### src/rtl/tdes_sequencer.sv
// Triple-DES (EDE) sequencer: runs one single-DES core three times per block,
// selecting key and direction for each pass and chaining every pass result
// into the next pass input. Returns the final block with a one-cycle done.
module tdes_sequencer #(
    parameter int RST_CYCLES = 2,   // core reset cycles at the start of each pass (>= 1)
    parameter int OUT_LAT    = 1,   // cycles from des_done to valid des_data_out
    parameter int TIMEOUT    = 64   // max cycles waiting for des_done per pass
) (
    input  logic        clk,
    input  logic        reset,
    input  logic        start,
    input  logic        mode,
    input  logic [63:0] data_in,
    input  logic [63:0] key1,
    input  logic [63:0] key2,
    input  logic [63:0] key3,
    output logic [63:0] data_out,
    output logic        done,
    output logic        busy,
    output logic        error,
    output logic        des_reset,
    output logic [63:0] des_data_in,
    output logic [63:0] des_key,
    output logic        des_decrypt,
    input  logic [63:0] des_data_out,
    input  logic        des_done
);

    // One shared counter covers reset hold, timeout and output settle.
    localparam int CNT_MAX = (TIMEOUT > RST_CYCLES)
                           ? ((TIMEOUT > OUT_LAT) ? TIMEOUT : OUT_LAT)
                           : ((RST_CYCLES > OUT_LAT) ? RST_CYCLES : OUT_LAT);
    localparam int CW = $clog2(CNT_MAX + 1);
    localparam logic [CW-1:0] RST_LAST = CW'(RST_CYCLES - 1);
    localparam logic [CW-1:0] OUT_LAST = CW'((OUT_LAT > 0) ? OUT_LAT - 1 : 0);
    localparam logic [CW-1:0] TO_LAST  = CW'(TIMEOUT - 1);

    typedef enum logic [2:0] {
        S_IDLE,
        S_LOAD,
        S_WAIT,
        S_SETTLE,
        S_FINISH,
        S_ABORT
    } state_t;

    state_t        state, state_next;
    logic [CW-1:0] cnt;
    logic [1:0]    pass_idx;
    logic          mode_q;
    logic [63:0]   k1_q, k2_q, k3_q;

    logic accept, capture, timeout_hit, cnt_clr, cnt_inc;

    // Key for a pass: encrypt runs K1,K2,K3; decrypt runs K3,K2,K1.
    function automatic logic [63:0] sched_key(input logic [1:0] p, input logic m,
                                              input logic [63:0] a, input logic [63:0] b,
                                              input logic [63:0] c);
        logic [63:0] k;
        case (p)
            2'd0:    k = m ? c : a;
            2'd1:    k = b;
            default: k = m ? a : c;
        endcase
        return k;
    endfunction

    // Direction for a pass: EDE, so the middle pass runs opposite to the mode.
    function automatic logic sched_dec(input logic [1:0] p, input logic m);
        return m ^ (p == 2'd1);
    endfunction

    // State register.
    always_ff @(posedge clk or posedge reset) begin
        if (reset) state <= S_IDLE;
        else       state <= state_next;
    end

    // Next-state logic and per-state control outputs.
    always_comb begin
        // NOTE: every output of this block gets a default first, so no path leaves a latch.
        state_next  = state;
        accept      = 1'b0;
        capture     = 1'b0;
        timeout_hit = 1'b0;
        cnt_clr     = 1'b0;
        cnt_inc     = 1'b0;
        done        = 1'b0;
        busy        = 1'b0;
        des_reset   = 1'b1;
        case (state)
            S_IDLE: begin
                if (start) begin
                    accept     = 1'b1;
                    cnt_clr    = 1'b1;
                    state_next = S_LOAD;
                end
            end
            S_LOAD: begin
                busy = 1'b1;
                if (cnt == RST_LAST) begin
                    cnt_clr    = 1'b1;
                    state_next = S_WAIT;
                end else begin
                    cnt_inc = 1'b1;
                end
            end
            S_WAIT: begin
                busy      = 1'b1;
                des_reset = 1'b0;
                if (des_done) begin
                    cnt_clr = 1'b1;
                    if (OUT_LAT == 0) capture    = 1'b1;
                    else              state_next = S_SETTLE;
                end else if (cnt == TO_LAST) begin
                    cnt_clr     = 1'b1;
                    timeout_hit = 1'b1;
                    state_next  = S_ABORT;
                end else begin
                    cnt_inc = 1'b1;
                end
            end
            S_SETTLE: begin
                busy      = 1'b1;
                des_reset = 1'b0;
                if (cnt == OUT_LAST) begin
                    cnt_clr = 1'b1;
                    capture = 1'b1;
                end else begin
                    cnt_inc = 1'b1;
                end
            end
            S_FINISH: begin
                done       = 1'b1;
                state_next = S_IDLE;
            end
            S_ABORT: begin
                done       = 1'b1;
                state_next = S_IDLE;
            end
            default: state_next = S_IDLE;
        endcase
        if (capture) state_next = (pass_idx == 2'd2) ? S_FINISH : S_LOAD;
    end

    // Operand latch, pass chaining and result/error registers.
    // des_data_in doubles as the chain register between passes.
    always_ff @(posedge clk or posedge reset) begin
        if (reset) begin
            // NOTE: state registers here use <= so every read sees the pre-edge value.
            mode_q      <= 1'b0;
            k1_q        <= '0;
            k2_q        <= '0;
            k3_q        <= '0;
            pass_idx    <= '0;
            cnt         <= '0;
            data_out    <= '0;
            error       <= 1'b0;
            des_data_in <= '0;
            des_key     <= '0;
            des_decrypt <= 1'b0;
        end else begin
            if (cnt_clr)      cnt <= '0;
            else if (cnt_inc) cnt <= cnt + 1'b1;

            if (accept) begin
                mode_q      <= mode;
                k1_q        <= key1;
                k2_q        <= key2;
                k3_q        <= key3;
                pass_idx    <= 2'd0;
                error       <= 1'b0;
                des_data_in <= data_in;
                des_key     <= sched_key(2'd0, mode, key1, key2, key3);
                des_decrypt <= sched_dec(2'd0, mode);
            end

            if (capture) begin
                if (pass_idx == 2'd2) begin
                    data_out <= des_data_out;
                end else begin
                    pass_idx    <= pass_idx + 2'd1;
                    des_data_in <= des_data_out;
                    des_key     <= sched_key(pass_idx + 2'd1, mode_q, k1_q, k2_q, k3_q);
                    des_decrypt <= sched_dec(pass_idx + 2'd1, mode_q);
                end
            end

            if (timeout_hit) error <= 1'b1;
        end
    end

endmodule

### config.mk
export PLATFORM = sky130hd
export DESIGN_NAME = tdes_sequencer
export DESIGN_NICKNAME = d
export VERILOG_FILES = /design/src/rtl/tdes_sequencer.sv
export SDC_FILE = /design/constraint.sdc
export NUM_CORES = 1
export LEC_CHECK = 0
export CORE_MARGIN = 5
export CORE_UTILIZATION = 35
export CTS_CLUSTER_DIAMETER = 100
export CTS_CLUSTER_SIZE = 28
export DETAILED_ROUTE_END_ITERATION = 8
export GPL_TIMING_DRIVEN = 0
export MAX_ROUTING_LAYER = met4
export SYNTH_ARGS = -nofsm -noshare
export SYNTH_HDL_FRONTEND = slang
export SYNTH_SLANG_ARGS = --single-unit
export TNS_END_PERCENT = 30
### constraint.sdc
create_clock -name clk -period 15.4 [get_ports clk]
set_input_delay 3.08 -clock clk [delete_from_list [all_inputs] [get_ports clk]]
set_output_delay 3.08 -clock clk [all_outputs]
set_load 0.02 [all_outputs]
# Word-level counts from Yosys, hierarchy flattened
# Index checks and enable logic that the tools add are counted.
# totals
ff_bits,399
inputBits,325
output_inout_bits,197
# classes
n_addsub,2
n_eq_ne,13
n_mux,45
n_bitwise,1
n_reduce_logical,10
# ops
op,n
$mux 64,9
$pmux 64 s2,1
$mux 1,21
$mux 3,6
$mux 7,2
$pmux 3 s4,1
$add 7x1->7 const B,1
$eq 7x1->1 const B,1
$eq 7x6->1 const B,1
$logic_not 7->1,1
$eq 3x2->1 const B,2
$eq 3x3->1 const B,2
$mux 2,3
$ne 3x3->1 const B,2
$ne 4x4->1 const B,1
$pmux 1 s4,1
$reduce_and 4->1,1
$reduce_bool 2->1,2
$reduce_or 2->1,2
$eq 3x1->1 const B,1
$logic_not 3->1,1
$pmux 1 s3,1
$reduce_or 3->1,1
$add 2x1->2 const B,1
other kinds (6),6

# Depth between registers and ports, before layout
# Gate-level depths: netlist of run 1.
# logic_depth
depth_word,6
mapped_depth,9
mapped_depth_nobuf,7

# Least setup slack after synthesis of run 1
# No wires, ideal clock.
# synth_timing
path_kind,input to register
from,in mode
to,reg des_key[15]
arrival_time_ns,4.395
path_slack_ns,10.876
stages,6
cell_sequence,clkbuf_1 buf_1 mux2i_1 nor2_1 a211oi_1 a21oi_1
# synth_via
elab_chain_len,4
# synth_lines
element,line,text
from (decl),12,"input logic mode,"
$mux 64 *,61,2'd0: k = m ? c : a;
$mux 64 *,166,if (accept) begin
$mux 64,179,if (pass_idx == 2'd2) begin
$mux 64 *,178,if (capture) begin
to (signal assigned),174,"des_key <= sched_key(2'd0, mode, key1, key2, key3);"
to (signal assigned),184,"des_key <= sched_key(pass_idx + 2'd1, mode_q, k1_q, k2_q, k3_q);"
to (decl),23,"output logic [63:0] des_key,"
# Mark *: on every way between the ends. The rest lies on a longest branch, timed or not.
# A chain may end at the register's enable or synchronous reset.

# Worst setup path after layout of run 1
# layout_timing
from,in start
to,reg k3_q[29]
# layout_via
elab_chain_len,2
# layout_lines
element,line,text
from (decl),11,"input logic start,"
$mux 1,93,if (start) begin
$mux 1,91,case (state)
to (signal assigned),170,k3_q <= key3;
to (decl),51,"logic [63:0] k1_q, k2_q, k3_q;"
# Every way passes these cells.

==> qor.csv, run 1 <==
metric,value,unit
antenna violations before repair,14,
number of warning messages in the yosys log,0,
die span in x,243.0,µm
part of the Yosys area used for sequential elements,0.5256,
register-to-register setup slack,11910,ps
number of top-level pins,522,
capturing instance or port of the critical path,k3_q[29],
"final std cell area, no fill",25810,µm²
slew margin rel.,0.2601,
ratio of routed vias to standard cells,5.355,
pin count of the biggest net entering global routing,124,
final weighted congestion in routability-driven placement,0.9046,
worst clock skew,53.93,ps
Post-Syn Nets,2449,
global routing usage summed across all routing layers,0.2554,
buffer depth of the longest clock path,3,
Congestion Overflow GR,0,
RSZ-0062 raised after global routing,no,
Clock Root Buffer,clkbuf_16,
CP cell instances,clkdlybuf4s50_1 -> nand3b_1 -> clkbuf_1 -> clkbuf_1 -> clkbuf_1 -> clkbuf_1 -> nand2_1 -> nand2_1,
LEAKAGE,11.60,nW
startpoint class of the critical path,input port,
area of the mapped netlist,19000,µm²
DRT antenna net count,0,
number of buffer cells added on primary ports,520,
final hold viol count,0,
launching point of the worst reg2reg path,state[0],
TritonCTS clock tree,done,
fmax,0.1770,GHz
final clock period utilization by the worst path,0.3669,
"Largest delay share family, worst path",buffers and inverters,
buffer and inverter count on the worst path,5,
total of flip-flops plus latches after synthesis,399,
depth of the worst register-to-register path,9,
initial drt markers,1484,
commonest register cell after synthesis,dfrtp_1,
power density over the cells,211.0,nW/µm²
detailed placer's ending HPWL,57130,µm
area enclosed by the die boundary,59040,µm²
kind of end point of the critical path,register,
total CTS buffers,20,
remaining routing DRC violations,0,
max_cap viols,0,
Worst path max stage delay,650,ps
Layout Area Growth over Synthesis,35.88,%
first-pass GRT wire length,115700,µm
register clock-pin slew on the reported worst setup and hold paths,120,ps
final routed wire length divided by cell count,22.63,µm
critical path arrival,6160,ps
FF-to-FF End,k3_q[29],
CTS H-tree depth,1,
synthesized area divided by synthesized cell count,8.978,µm²
"Slew Viols, Final",0,
number of nets in the finished design,2994,
number of enable-type register cells in the synthesized netlist,0,
number of instances in the synthesized netlist,2116,
layout cell share with drive strength beyond 1,0.04949,
number of cell rows,85,
Setup Buffers After CTS,0,
path category of the worst min-delay check,register to register,
Async SR Flop Fraction,1.000,
Worst Hold Margin,486.6,ps
first drt pass iteration count,6,
instance area after placement,25160,µm²
crit path kind,input port to register,
hold wc startpoint,k2_q[41],
core utilization of the finished layout,0.4797,
"logic depth of the worst path, buffers included",8,
slowest stage cell on the critical path,clkbuf_1,
required time worst endpoint,15910,ps
core footprint,53810,µm²
setup-violating endpoint count in the final report,0,
number of buffers inserted for hold repair after clock tree synthesis,0,
vias in the first global route,18176,
via count,18067,
worst setup path start,start,
distinct cell type count after synthesis,44,
status,"finished, final reports clean",
Routed Wire Length,76340,µm
Critical Path Fanout Max,10,
height of the die,243.0,µm
clock latency reported for the late side of the worst-skew pair,580,ps
post-layout minimum cycle time,5650,ps
clock tree sinks,399,
VDD IR max,0.09634,mV
Most Frequent Cell on Critical Path,clkbuf_1,
Worst Tran Pin Value,1110,ps
initial standard-cell utilization of the core,0.3530,
Final Total Pwr,5.445,mW
post-cts sizing count,0,
-- worst reg2reg max path, cell delays in order, from the launching register on --
cell and delay [ps]:
dfrtp_1 370, clkbuf_1 320, nor2_1 110, nand3b_1 110, clkbuf_1 380, clkbuf_1 660
clkbuf_1 650, clkbuf_1 610, nand2_1 140, nand2_1 90
-- report_power, final --
| part | leakage (nW) | internal (mW) | switching [mW] |
|---|---|---|---|
| Sequential | 4.86 | 1.57 | 0.329 |
| Clock | 0.303 | 0.260 | 0.381 |
| Combinational | 6.43 | 1.20 | 1.71 |
-- placed cells by master, fill, tap and decap left out, types with 21 or more instances in the layout --
cell type / instances
a211oi_1: 64
a21oi_1: 95
a221oi_1: 63
a22oi_1: 37
a31oi_1: 66
clkbuf_1: 128
clkbuf_16: 21
clkdlybuf4s50_1: 520
dfrtp_1: 399
mux2_4: 49
mux2i_1: 67
nand2_1: 803
nand3b_1: 29
nor2_1: 168
o21ai_0: 30
-- per-stage QoR --
step                      worst slack, ps  TNS (ps)  cells
after floorplan                      1224         0   2116
after global placement              -4208  -1661460   3332
after detailed placement             9119         0   3335
after CTS                            9698         0   3363
after global routing                 9574         0   3373
final                                9750         0   3374
-- worst min path at each step --
stage | end | cells past startpoint
global route | k1_q[51] | 2
finish | k2_q[41] | 2
detailed placement | k1_q[62] | 2
floorplan | k3_q[62] | 2
global placement | k2_q[9] | 2
CTS | k2_q[41] | 2
-- final cells by class --
type                    instances  area, µm²
diodes                         11      27.53
fillers                      5027      28000
repair buffers                523       5288
flip-flops and latches        399       9985
multi-input cells            1539       8218
well taps                     696      870.8
clock inverters                 7      96.34
clock buffers                  21      525.5
plain buffers                 165      745.7
inverters                      13      56.30
-- logic make-up (layout without fill, tap and decap cells) --
logic type,count (synthesis),after routing,synth area share
buffers and inverters,178,729,0.04182
flip-flops,399,399,0.5256
AO/OA/AOI/OAI,369,369,0.1299
multiplexers,132,132,0.08351
XOR/XNOR,1,1,0.0004611
AND/OR/NAND/NOR,1029,1029,0.2135
other,0,11,0
adder cells (fa/ha/maj),8,8,0.005269
-- synthesized netlist by cell type (8+ instances only) --
cell	n	area share
clkbuf_1	128	0.025
buf_6	14	0.0083
nand3b_1	29	0.011
a22oi_1	37	0.015
mux2i_1	67	0.035
a21oi_1	95	0.025
ha_1	8	0.0053
nand2_1	803	0.16
inv_1	13	0.0026
mux2_4	49	0.039
o21ai_0	30	0.0079
nor2_1	168	0.033
dfrtp_1	399	0.53
mux2_2	16	0.0095
a221oi_1	63	0.029
buf_2	17	0.0045
a211oi_1	64	0.025
a31oi_1	66	0.022
-- state kept, by name (all words and copies together), names as in the netlist, 3 cells and up --
name         count
cnt              7
data_out        64
des_data_in     64
des_key         64
k1_q            64
k2_q            64
k3_q            64
state            3
-- layer usage --
metal  global-route usage  vias up  wire length, µm
li1                     -     8244                -
met3              0.04279      102             5147
met4              0.05991        0             1799
met5                    -        -                0
met1               0.3258     8945            31590
met2               0.4294      776            37800
Power figures use the tool's default switching activity.
==> run 2, diff against run 1 <==
==> constraint.sdc (replaced) <==
create_clock -name clk -period 5.7 [get_ports clk]
set_input_delay 1.14 -clock clk [delete_from_list [all_inputs] [get_ports clk]]
set_output_delay 1.14 -clock clk [all_outputs]
set_load 0.02 [all_outputs]
==> qor.csv, run 2 (synthesis results as in run 1) <==
metric,value,unit
LEAKAGE,11.63,nW
via count,18117,
CTS H-tree depth,1,
Setup Buffers After CTS,0,
CP cell instances,clkdlybuf4s50_1 -> nor4b_1 -> clkbuf_1 -> clkbuf_1 -> clkbuf_1 -> nand2_1 -> nand2_1,
core utilization of the finished layout,0.4815,
clock tree sinks,399,
"Slew Viols, Final",0,
height of the die,243.0,µm
worst setup path start,start,
RSZ-0062 raised after global routing,no,
Final Total Pwr,14.67,mW
max_cap viols,0,
power density over the cells,566.2,nW/µm²
antenna violations before repair,18,
detailed placer's ending HPWL,58490,µm
Routed Wire Length,76780,µm
kind of end point of the critical path,register,
buffer depth of the longest clock path,3,
"most common cell after layout, fill and taps aside",nand2_1,
number of buffer cells added on primary ports,520,
VDD IR max,0.2372,mV
area enclosed by the die boundary,59040,µm²
final routed wire length divided by cell count,22.68,µm
Final Worst Setup Slack,1872,ps
number of cell rows,85,
launching point of the worst reg2reg path,state[0],
net switching share of the total power,0.4436,
initial drt markers,1539,
post-cts sizing count,0,
final clock period utilization by the worst path,0.6716,
first-pass GRT wire length,115400,µm
"top library cells by usage in the layout, fill and taps aside","nand2_1, clkdlybuf4s50_1, dfrtp_1, nor2_1, clkbuf_1",
fmax,0.2612,GHz
crit path kind,input port to register,
switching component of the power,6.508,mW
cell-internal power,8.163,mW
Worst Hold Margin,490.4,ps
core footprint,53810,µm²
startpoint class of the critical path,input port,
ratio of routed vias to standard cells,5.351,
final hold viol count,0,
global routing usage summed across all routing layers,0.2555,
"Largest delay share family, worst path",buffers and inverters,
"Cell Count, Final, Fillers Out",3386,
slew margin rel.,0.2230,
die span in x,243.0,µm
setup-violating endpoint count in the final report,0,
"number of placed instances, taps included",3343,
number of buffers inserted for hold repair after clock tree synthesis,0,
clock latency reported for the late side of the worst-skew pair,560,ps
layout cell share with drive strength beyond 1,0.05161,
slowest stage cell on the critical path,clkbuf_1,
post-layout minimum cycle time,3828,ps
status,"finished, final reports clean",
register clock-pin slew on the reported worst setup and hold paths,110,ps
Most Frequent Cell on Critical Path,clkbuf_1,
required time worst endpoint,6190,ps
remaining routing DRC violations,0,
worst clock skew,19.37,ps
Clk network pwr share,0.114,
vias in the first global route,18141,
pre-CTS setup slack,1236,ps
number of top-level pins,522,
hold wc startpoint,k1_q[47],
Critical Path Fanout Max,10,
Layout Area Growth over Synthesis,36.41,%
critical path arrival,4320,ps
initial standard-cell utilization of the core,0.3530,
share of total power in combinational logic,0.535,
Worst path max stage delay,840,ps
Congestion Overflow GR,0,
layout filler cell count,5093,
sequential cell fraction of total power,0.351,
number of nets in the finished design,3001,
buffer and inverter count on the worst path,4,
Worst Tran Pin Value,1166,ps
first drt pass iteration count,6,
DRT antenna net count,0,
pin count of the biggest net entering global routing,41,
total CTS buffers,19,
final weighted congestion in routability-driven placement,0.9152,
Clock Root Buffer,clkbuf_16,
TritonCTS clock tree,done,
path category of the worst min-delay check,register to register,
-- run 2: routing by layer --
metal  up-vias  part of all wire  global-route usage
met2       766              0.49              0.4225
met5         -                 0                   -
met4         0             0.029             0.07527
met3        96             0.065             0.04224
met1      9009              0.42              0.3260
li1       8246                 -                   -
-- run 2: power groups by stage --
stage               Clock (mW)  Sequential (mW)  Combinational [mW]
finish                    1.67             5.15                7.84
global route              1.80             5.31                8.47
CTS                       1.72             5.13                7.87
detailed placement           0             5.19                7.83
global placement             0             5.15                7.73
floorplan                    0             5.82                3.67
-- run 2: worst register-to-register path, delay by kind of cell, from the launching register on --
family                 cells  cell delay [ps]
buffers and inverters      5             2650
flip-flops                 1              360
AND/OR/NAND/NOR            4              460
-- run 2: final cells by class --
type	count	area [µm²]	share of cell area
flip-flops and latches	399	9985	0.3853
multi-input cells	1539	8218	0.3171
repair buffers	531	5425	0.2094
well taps	696	870.8	0.03361
plain buffers	165	745.7	0.02878
clock buffers	20	479.2	0.01849
clock inverters	7	97.59	0.003766
inverters	13	52.55	0.002028
diodes	16	40.04	0.001545
-- run 2: stage by stage --
step,area [µm²],setup TNS [ps]
6_report,25910,0
5_1_grt,25910,0
4_1_cts,25870,0
3_5_place_dp,25300,0
3_3_place_gp,25080,-1498770
2_1_floorplan,19000,-323900
-- run 2: worst paths after layout --
path | depth (start not counted) | endpoint | slack (ps)
worst max-delay path | 7 | k2_q[24] | 1870
worst min-delay path | 2 | k1_q[47] | 490
worst max register to register | 9 | k3_q[21] | 2170
worst min register to register | 2 | k1_q[47] | 490
max in group asynchronous | 6 | k2_q[52] | 3340
min in group asynchronous | 2 | data_out[60] | 960
